[src/rtl/sram_ctrl_pkg.sv]
// rtl/sram_ctrl_pkg.sv - shared types and constants for the SRAM data-memory controller
package sram_ctrl_pkg;

    typedef enum logic [1:0] {
        ST_IDLE,
        ST_LOW,
        ST_HIGH,
        ST_DONE
    } state_t;

    localparam int SRAM_AW = 18;
    localparam int SRAM_DW = 16;
    localparam int TAG_W = SRAM_AW - 1;
    localparam logic [31:0] DEFAULT_BASE_ADDR = 32'd1024;

endpackage

[src/rtl/sram_hit_buffer.sv]
// rtl/sram_hit_buffer.sv - single-entry last-read buffer (used under SRAM_LAST_READ_CACHE_EN)
module sram_hit_buffer
    import sram_ctrl_pkg::*;
(
    input  logic             clk,
    input  logic             rst,
    input  logic [TAG_W-1:0] lookup_tag,
    output logic             hit,
    output logic [31:0]      hit_data,
    input  logic             fill_en,
    input  logic             fill_is_read,
    input  logic [TAG_W-1:0] fill_tag,
    input  logic [31:0]      fill_data
);

    logic             valid;
    logic [TAG_W-1:0] tag;
    logic [31:0]      data;

    // Completed reads replace the entry; completed writes only refresh a matching entry
    always_ff @(posedge clk) begin
        if (rst) begin
            valid <= 1'b0;
            tag   <= '0;
            data  <= '0;
        end else if (fill_en) begin
            if (fill_is_read) begin
                valid <= 1'b1;
                tag   <= fill_tag;
                data  <= fill_data;
            end else if (valid && (tag == fill_tag)) begin
                data  <= fill_data;
            end
        end
    end

    assign hit      = valid && (tag == lookup_tag);
    assign hit_data = data;

endmodule

[src/rtl/sram_controller.sv]
// rtl/sram_controller.sv - MEM-stage controller for a 16-bit async SRAM; optional SRAM_LAST_READ_CACHE_EN
module sram_controller
    import sram_ctrl_pkg::*;
#(
    parameter int          WAIT_CYCLES = 2,
    parameter logic [31:0] BASE_ADDR   = DEFAULT_BASE_ADDR
) (
    input  logic               clk,
    input  logic               rst,
    input  logic               wr_en,
    input  logic               rd_en,
    input  logic [31:0]        address,
    input  logic [31:0]        write_data,
    output logic [31:0]        read_data,
    output logic               ready,
    output logic [SRAM_AW-1:0] sram_addr,
    output logic [SRAM_DW-1:0] sram_dq_out,
    input  logic [SRAM_DW-1:0] sram_dq_in,
    output logic               sram_dq_oe,
    output logic               sram_we_n
);

    localparam logic [3:0] WAIT_LAST = 4'(WAIT_CYCLES - 1);

    state_t           state;
    logic [3:0]       wait_cnt;
    logic             op_write;
    logic [TAG_W-1:0] op_tag;
    logic [31:0]      read_data_q;

    // Only offset bits 18..2 select an SRAM word, so wrap-around falls out of the truncation
    logic [18:0]      offset;
    logic [TAG_W-1:0] word_tag;
    logic             req;
    logic             cache_hit;
    logic [31:0]      hit_data;
    logic             start;
    logic             last_wait;
    logic             unused_bits;

    assign offset      = address[18:0] - BASE_ADDR[18:0];
    assign word_tag    = offset[18:2];
    assign req         = wr_en | rd_en;
    assign last_wait   = (wait_cnt == WAIT_LAST);
    assign unused_bits = &{1'b0, address[31:19], offset[1:0]};

`ifdef SRAM_LAST_READ_CACHE_EN
    logic buf_hit;

    sram_hit_buffer u_hit_buffer (
        .clk          (clk),
        .rst          (rst),
        .lookup_tag   (word_tag),
        .hit          (buf_hit),
        .hit_data     (hit_data),
        .fill_en      (state == ST_DONE),
        .fill_is_read (!op_write),
        .fill_tag     (op_tag),
        .fill_data    (op_write ? write_data : read_data_q)
    );

    // A pure read that hits is answered from the buffer without touching the SRAM
    assign cache_hit = (state == ST_IDLE) && rd_en && !wr_en && buf_hit;
    assign read_data = cache_hit ? hit_data : read_data_q;
`else
    assign cache_hit = 1'b0;
    assign hit_data  = '0;
    assign read_data = read_data_q;
`endif

    assign start = (state == ST_IDLE) && req && !cache_hit;

    // Freeze is released when idle with nothing to do, on a buffer hit, or in the completion cycle
    always_comb begin
        ready = 1'b0;
        if (state == ST_DONE)
            ready = 1'b1;
        else if (state == ST_IDLE && (!req || cache_hit))
            ready = 1'b1;
    end

    // Access sequencer: two half-word phases of WAIT_CYCLES each, pins registered on phase entry
    always_ff @(posedge clk) begin
        if (rst) begin
            state       <= ST_IDLE;
            wait_cnt    <= '0;
            op_write    <= 1'b0;
            op_tag      <= '0;
            read_data_q <= '0;
            sram_addr   <= '0;
            sram_dq_out <= '0;
            sram_dq_oe  <= 1'b0;
            sram_we_n   <= 1'b1;
        end else begin
            case (state)
                ST_IDLE: begin
                    if (cache_hit)
                        read_data_q <= hit_data;
                    if (start) begin
                        state       <= ST_LOW;
                        wait_cnt    <= '0;
                        op_write    <= wr_en;
                        op_tag      <= word_tag;
                        sram_addr   <= {word_tag, 1'b0};
                        sram_dq_out <= wr_en ? write_data[15:0] : '0;
                        sram_dq_oe  <= wr_en;
                        sram_we_n   <= ~wr_en;
                    end
                end
                ST_LOW: begin
                    if (last_wait) begin
                        if (!op_write)
                            read_data_q[15:0] <= sram_dq_in;
                        state       <= ST_HIGH;
                        wait_cnt    <= '0;
                        sram_addr   <= {op_tag, 1'b1};
                        sram_dq_out <= op_write ? write_data[31:16] : '0;
                    end else begin
                        wait_cnt <= wait_cnt + 4'd1;
                    end
                end
                ST_HIGH: begin
                    if (last_wait) begin
                        if (!op_write)
                            read_data_q[31:16] <= sram_dq_in;
                        state      <= ST_DONE;
                        wait_cnt   <= '0;
                        sram_dq_oe <= 1'b0;
                        sram_we_n  <= 1'b1;
                    end else begin
                        wait_cnt <= wait_cnt + 4'd1;
                    end
                end
                default: begin
                    state    <= ST_IDLE;
                    wait_cnt <= '0;
                end
            endcase
        end
    end

endmodule

[config.mk]
export PLATFORM = sky130hd
export DESIGN_NAME = sram_controller
export DESIGN_NICKNAME = d
export VERILOG_FILES = /design/src/rtl/sram_ctrl_pkg.sv /design/src/rtl/sram_hit_buffer.sv /design/src/rtl/sram_controller.sv
export SDC_FILE = /design/constraint.sdc
export NUM_CORES = 1
export LEC_CHECK = 0
export ABC_AREA = 1
export CELL_PAD_IN_SITES_DETAIL_PLACEMENT = 1
export CELL_PAD_IN_SITES_GLOBAL_PLACEMENT = 2
export CORE_ASPECT_RATIO = 0.5
export CORE_MARGIN = 1.5
export CORE_UTILIZATION = 21
export CTS_CLUSTER_DIAMETER = 30
export DETAILED_ROUTE_END_ITERATION = 8
export GPL_TIMING_DRIVEN = 0
export PLACE_DENSITY = 0.79
export SYNTH_ARGS = -nofsm -noshare
export SYNTH_HDL_FRONTEND = slang
export SYNTH_SLANG_ARGS = --single-unit
[constraint.sdc]
create_clock -name clk -period 1.5 [get_ports clk]
set_input_delay 0.3 -clock clk [delete_from_list [all_inputs] [get_ports clk]]
set_output_delay 0.3 -clock clk [all_outputs]
set_load 0.05 [all_outputs]
==> results.ini, run 1 <==
[cts]
clock_sinks=92
clock_tree.buffer_depth=2
insertion_delay_ns=0.34
cts_root_buffer=clkbuf_16
clk_pin_slew_ns=0.07
cts_made_buffers=9
cts_tree=done
htree_levels=3

[timing]
finalMaxSlewViolations=0
final_hold_viol_count=0
worst_hold_slack_ns=0.254
rsz0062_at_grt=yes
max_freq_ghz=0.586
tightest_slew_ns=0.627
setup_slack_ns=-0.206
finalSetupViolCount=35
finalClockSkew_ns=0.00781
tns_ns=-2.99
relSlewSlack_pct=58.2
fin_crit_ns=1.71
min_period_over_period_pct=114

[synth]
ys.flop_type=dfxtp_1
ys_warn_count=0
synthTopCellsByArea=dfxtp_1 45%, o21ai_0 9.3%, nand2_1 8.7%, nor2_1 8.5%, inv_1 6.2%
synthesis.area_um2=4130
synth_top_family_by_area=simple AND/OR/NAND/NOR gates
ys_seq_area_share_pct=44.6
synth_mux_area_share_pct=0.242
syn_nets=684
synth_area_per_cell_um2=6.97
synth-edff-count=0
synth-simple-area-share_pct=24.8
yosysMostFrequentCell=nand2_1
netlist.area_leader.share_pct=44.6
synth_commonest_cells=96 x nand2_1, 93 x nor2_1, 92 x dfxtp_1
synth_top_cell_by_area=dfxtp_1
synthArstFlopShare_pct=0
syn_inst=592
synth_compound_area_share_pct=16.3
ys_types=26
synthAdderAreaFrac_pct=2.42
synth_xor_area_share_pct=0.424
yosys_register_bits=92

[critical_path]
crit_buf_inv=3
required_ns=1.20
worst_path_largest_cell_delay_ns=0.37
crit_top_cell=inv_4
path_cells=inv_4 -> ha_4 -> nand3_4 -> inv_4 -> or2_4 -> buf_8
r2r_start=state[1]$_SDFFE_PP0P_
crit_slowest_cell=dfxtp_2
reg2reg_slack_ns=-0.12
end_kind=output port
worstSetupPathType=register to output port
worstPathArrival_ns=1.41
cp_top_family=flip-flops
crit_path_start_kind=register
cp.depth=6
crit-reg2reg-capture=sram_dq_out[7]$_SDFFE_PP0P_
cp_max_fo=3
crit_start=state[1]$_SDFFE_PP0P_
endpoint=ready
rr_worst_depth=11

[drt]
routed_wl_mm=15.2
dr.pass1.iters=4
drc_errors=0
wl_per_cell_um=14.9
vias=4387
via_per_inst=4.28
final_antenna_net_count=0
drtIter0Drc=96

[floorplanning]
rows=35
ioPinCount=153
die_w_um=201
start_util_pct=21.9
die-area_um2=20600
core_area_um2=18800
die_h_um=102

[place]
portBuffers=135
place_ws_ns=-0.779
gp_congestion=0.774
dp_hpwl_mm=11.2

[grt]
antenna_found_initial=0
grt_max_degree=17
grt_first_pass_wirelength_mm=23.3
grt_pass1_vias=4352
grt_overflow=0
grtUsageTotal_pct=14.5

[cells_and_area]
fin_util_pct=36.8
nets=853
multi_input_area_um2=2250
fillers=2299
register_area_um2=1850
num_antenna_cells=0
drive_above_1_share_pct=29.4
areaGrowthSynthToFinish_pct=67.8

[pwr]
p_leak_nw=2.86
vdd_ir_drop_max_uv=630
power.total_mw=13.6
power_density_nw_per_um2=1970

[status]
violations=negative setup slack
status=finished with violations

[worst_hold_path]
hp-class=primary input to register

[run]
drv_cap=0

[routing by layer]
layer	up-vias	track usage, %	part of all wire [%]
met5	-	0	0
met4	0	3.21	1.1
met3	12	3.13	3.0
met2	61	26.0	50
met1	2095	18.1	46
li1	2219	-	-
[state kept, by name, summed over array words and instances (netlist names)]
register     cells
sram_we_n        1
op_tag          17
read_data       32
sram_dq_oe       1
state            2
sram_dq_out     16
op_write         1
wait_cnt         4
sram_addr       18
[cells in the final DEF, fill, tap and decap left out, types with 5 or more instances in the layout]
master            n
dfxtp_1          89
nand2_1          85
clkdlybuf4s50_1  64
nor2_1           62
inv_1            61
clkdlybuf4s15_2  46
a21oi_1          42
nand3_1          41
o21ai_0          39
o21ai_1          33
clkbuf_2         24
nor2_4           17
nor2_2           14
buf_4            14
clkbuf_16        13
buf_6            12
o21ai_2           9
buf_2             8
clkbuf_1          8
nand2_2           7
a21oi_2           7
ha_4              6
nand2_4           5
buf_8             5
[how the worst min path moves through the flow]
| stage | to | cells after the start | from |
|---|---|---|---|
| CTS | state[0]$_SDFFE_PP0P_ | 2 | rst |
| global route | sram_addr[0]$_SDFFE_PP0P_ | 2 | rst |
| floorplan | op_tag[8]$_SDFFE_PP0P_ | 1 | address[10] |
| global placement | read_data[31]$_SDFFE_PP0P_ | 2 | read_data[31]$_SDFFE_PP0P_ |
| detailed placement | read_data[25]$_SDFFE_PP0P_ | 2 | read_data[25]$_SDFFE_PP0P_ |
| finish | sram_addr[0]$_SDFFE_PP0P_ | 2 | rst |
[power by group]
| part | switching (mW) | internal, mW | total (mW) |
|---|---|---|---|
| Sequential | 0.432 | 3.09 | 3.53 |
| Clock | 1.03 | 1.35 | 2.39 |
| Combinational | 4.63 | 3.09 | 7.73 |
| Total | 6.10 | 7.54 | 13.6 |
[through the flow]
step	instance area, um^2	std cells
after floorplan	4130	592
after global placement	5810	986
after detailed placement	5810	986
after CTS	6440	1014
after global routing	6930	1025
final	6930	1025
[area by class of cell]
type | count | share of cell area (%)
Multi-Input combinational cell | 392 | 32.6
Buffer | 36 | 4.21
Tap cell | 259 | 4.68
Clock buffer | 10 | 3.45
Clock inverter | 6 | 0.993
Timing Repair Buffer | 158 | 23.1
Sequential cell | 92 | 26.7
Inverter | 72 | 4.35
[kinds of logic after synthesis]
group                      after synthesis
AOI/OAI and AO/OA                      133
muxes                                    1
buffers and inverters                  108
and+or+nand+nor                        248
xor gates and xnor gates                 2
adders and majority gates                8
DFF                                     92
[what timing repair did]
item / CTS / global route
hold endpoints to repair: 0 / 0
setup buffers: 12 / 7
hold buffers: 0 / 0
cloned: 0 / 4
pin swaps: 4 / 27
gates resized for setup: 263 / 158
endpoints found under the setup margin: 158 / 101
Note: power is estimated with default switching activity, not from simulation.
==> run 2, diff against run 1 <==
CORE_MARGIN = 10   (was 1.5)
SYNTH_HIERARCHICAL = 1   (was not set)
==> run 2 against run 1 <==
Effect of this change: the flow still finishes with violations (negative setup slack); clock skew rose by 0.0016 ns; critical path depth did not move; wire length rose by 9.6%; die area rose by 26%; combinational power fell by 16%; maximum frequency rose by 0.30%; via count rose by 0.41%; global-route usage fell by 2.2 points; total power fell by 8.3%; clock-buffer cell count did not move; sequential power fell by 3%; final cell count rose by 0.49%.
==> results.ini, run 2 <==
[critical_path]
end_kind=output port
r2r_start=state[1]$_SDFFE_PP0P_
cp_max_fo=3  ; unchanged
crit_start=state[0]$_SDFFE_PP0P_
worstSetupPathType=register to output port
required_ns=1.20  ; about the same
worstPathArrival_ns=1.40  ; about the same
crit_path_start_kind=register

[drt]
met2_length_mm=8.59  ; +12%
drtIter0Drc=171  ; +78%
dr.pass1.iters=4  ; unchanged
routed_wl_mm=16.7  ; +9.6%
final_antenna_net_count=0  ; unchanged
drc_errors=0  ; unchanged
wl_met3_um=502  ; +8.7%
top_layer=met4
vias=4405  ; +0.41%
drt-met1-wl_mm=7.30  ; +4.9%
via_per_inst=4.28  ; about the same
wl_per_cell_um=16.2  ; +9.0%

[floorplanning]
rows=36  ; +2.9%
die_h_um=119  ; +17%
ioPinCount=153  ; unchanged
core_area_um2=19400  ; +2.9%
die-area_um2=26000  ; +26%
die_w_um=218  ; +8.4%
start_util_pct=21.3  ; -0.61 points

[timing]
finalClockSkew_ns=0.00938  ; +0.00157 ns
rsz0062_at_grt=yes
setup_slack_ns=-0.201  ; +0.00502 ns
final_hold_viol_count=0  ; unchanged
relSlewSlack_pct=61.4  ; +3.2 points
max_freq_ghz=0.588  ; +0.30%
finalSetupViolCount=34  ; -2.9%
min_period_over_period_pct=113  ; -0.33 points
worst_hold_slack_ns=0.255  ; +0.00106 ns
fin_crit_ns=1.70  ; -0.00502 ns
tightest_slew_ns=0.580  ; -0.0475 ns
finalMaxSlewViolations=0  ; unchanged

[status]
violations=negative setup slack
status=finished with violations

[synth]
syn_inst=592  ; unchanged
yosys_register_bits=92  ; unchanged
ys_seq_area_share_pct=44.6  ; unchanged
ys.flop_type=dfxtp_1
synthTopCellsByArea=dfxtp_1 45%, o21ai_0 9.3%, nand2_1 8.7%, nor2_1 8.5%, inv_1 6.2%
synth-edff-count=0  ; unchanged
syn_nets=684  ; unchanged
ys_types=26  ; unchanged
yosysMostFrequentCell=nand2_1
synthesis.area_um2=4130  ; unchanged
ys_warn_count=6  ; +6
netlist.area_leader.share_pct=44.6  ; unchanged
synthArstFlopShare_pct=0  ; unchanged
synth_commonest_cells=96 x nand2_1, 93 x nor2_1, 92 x dfxtp_1
synth_top_cell_by_area=dfxtp_1
synth_area_per_cell_um2=6.97  ; unchanged

[cells_and_area]
final_common_cell=nand2_1
areaGrowthSynthToFinish_pct=59.4
final_cells=1030  ; +0.49%
largest_reg_flops=32  ; unchanged
drive_above_1_share_pct=23.4  ; -6.0 points
final_cell_mix=92 x nand2_1, 89 x nor2_1, 89 x dfxtp_1
fillers=2367  ; +3.0%
nets=850  ; -0.35%

[run]
drv_cap=0  ; unchanged

[worst_hold_path]
hp-class=primary input to register
min_from=rst

[pwr]
vdd_ir_drop_max_uv=620  ; -1.6%
p_leak_nw=2.77  ; -3.3%
power_density_nw_per_um2=1900  ; -3.5%

[grt]
antenna_found_initial=2  ; +2
grtUsageTotal_pct=12.3  ; -2.2 points
grt_overflow=0  ; unchanged
grt_max_degree=16  ; -1
grt_pass1_vias=4534  ; +4.2%
grt_first_pass_wirelength_mm=25.6  ; +9.8%

[cts]
cts_root_buffer=clkbuf_16
insertion_delay_ns=0.34  ; about the same
cts_tree=done
cts_made_buffers=9  ; unchanged
clock_sinks=92  ; unchanged
clock_tree.buffer_depth=2  ; unchanged
cts_hold_buf=0  ; unchanged
clk_pin_slew_ns=0.06  ; about the same
htree_levels=3  ; unchanged

[place]
placed_cells=993  ; +0.71%
portBuffers=135  ; unchanged
gp_congestion=0.748  ; -3.4%
dp_hpwl_mm=12.5  ; +12%

[run 2: path summary, 6_finish.rpt]
check	endpoint	slack, ns	cells after the start
worst min register to register	read_data[8]$_SDFFE_PP0P_	0.44	2
worst max-delay path	ready	-0.20	6
worst max register to register	sram_addr[4]$_SDFFE_PP0P_	-0.16	10
worst min-delay path	state[0]$_SDFFE_PP0P_	0.25	2
[run 2: metal layers]
metal	GRT usage, %	vias to the layer above
li1	-	2227
met1	14.7	2102
met2	21.9	62
met3	2.40	14
met4	3.62	0
met5	0	-
[run 2: layout make-up]
class / instances / area [um^2] / share of cell area [%]
inverter: 72 / 285 / 4.34
clock inverter: 5 / 85.1 / 1.29
buffer: 36 / 282 / 4.28
antenna: 2 / 5.00 / 0.0761
multi-input combinational: 392 / 2010 / 30.5
clock buffer: 10 / 239 / 3.63
timing repair buffer: 155 / 1500 / 22.7
tap: 266 / 333 / 5.06
sequential: 92 / 1850 / 28.1
[run 2: cell families (layout without fill, tap and decap cells)]
| group | after synthesis | count (layout) | synth area share (%) |
|---|---|---|---|
| AND/OR/NAND/NOR | 248 | 248 | 24.8 |
| AO/OA/AOI/OAI | 133 | 133 | 16.3 |
| XOR/XNOR | 2 | 2 | 0.424 |
| flip-flops | 92 | 92 | 44.6 |
| multiplexers | 1 | 1 | 0.243 |
| other | 0 | 2 | 0 |
| buffers and inverters | 108 | 278 | 11.2 |
| adder cells (fa/ha/maj) | 8 | 8 | 2.43 |
[run 2: power by group]
| part | leakage [nW] | internal, mW | switching (mW) |
|---|---|---|---|
| clock | 0.155 | 1.51 | 1.03 |
| combinational | 1.86 | 2.34 | 4.19 |
| sequential | 0.756 | 3.09 | 0.344 |
| total | 2.77 | 6.94 | 5.56 |
[run 2: critical path, cell delays in order, from the launching register on]
cell and delay (ns):
dfxtp_4 0.38, inv_4 0.05, ha_4 0.17, nand3_4 0.07, inv_4 0.03, or2_4 0.23
buf_8 0.15
[run 2: what timing repair did]
action	4_1_cts	5_1_grt
resized for setup	236	127
pin swaps	4	8
buffers inserted	9	6
endpoints found under the hold margin	0	0
gates cloned	1	4
endpoints found under the setup margin	157	100
[run 2: through the flow]
stage | setup slack [ns] | utilization, % | TNS (ns) | total power, mW | instance area, um^2
2_1_floorplan | 0.00548 | - | 0 | 7.17 | 4130
3_3_place_gp | -0.790 | 30.0 | -18.15 | 9.05 | 5820
3_5_place_dp | -0.779 | 30.0 | -22.01 | 9.15 | 5820
4_1_cts | -0.205 | 32.9 | -5.19 | 12.0 | 6370
5_1_grt | -0.245 | 34.0 | -4.61 | 13.4 | 6580
6_report | -0.201 | 34.0 | -2.16 | 12.5 | 6580
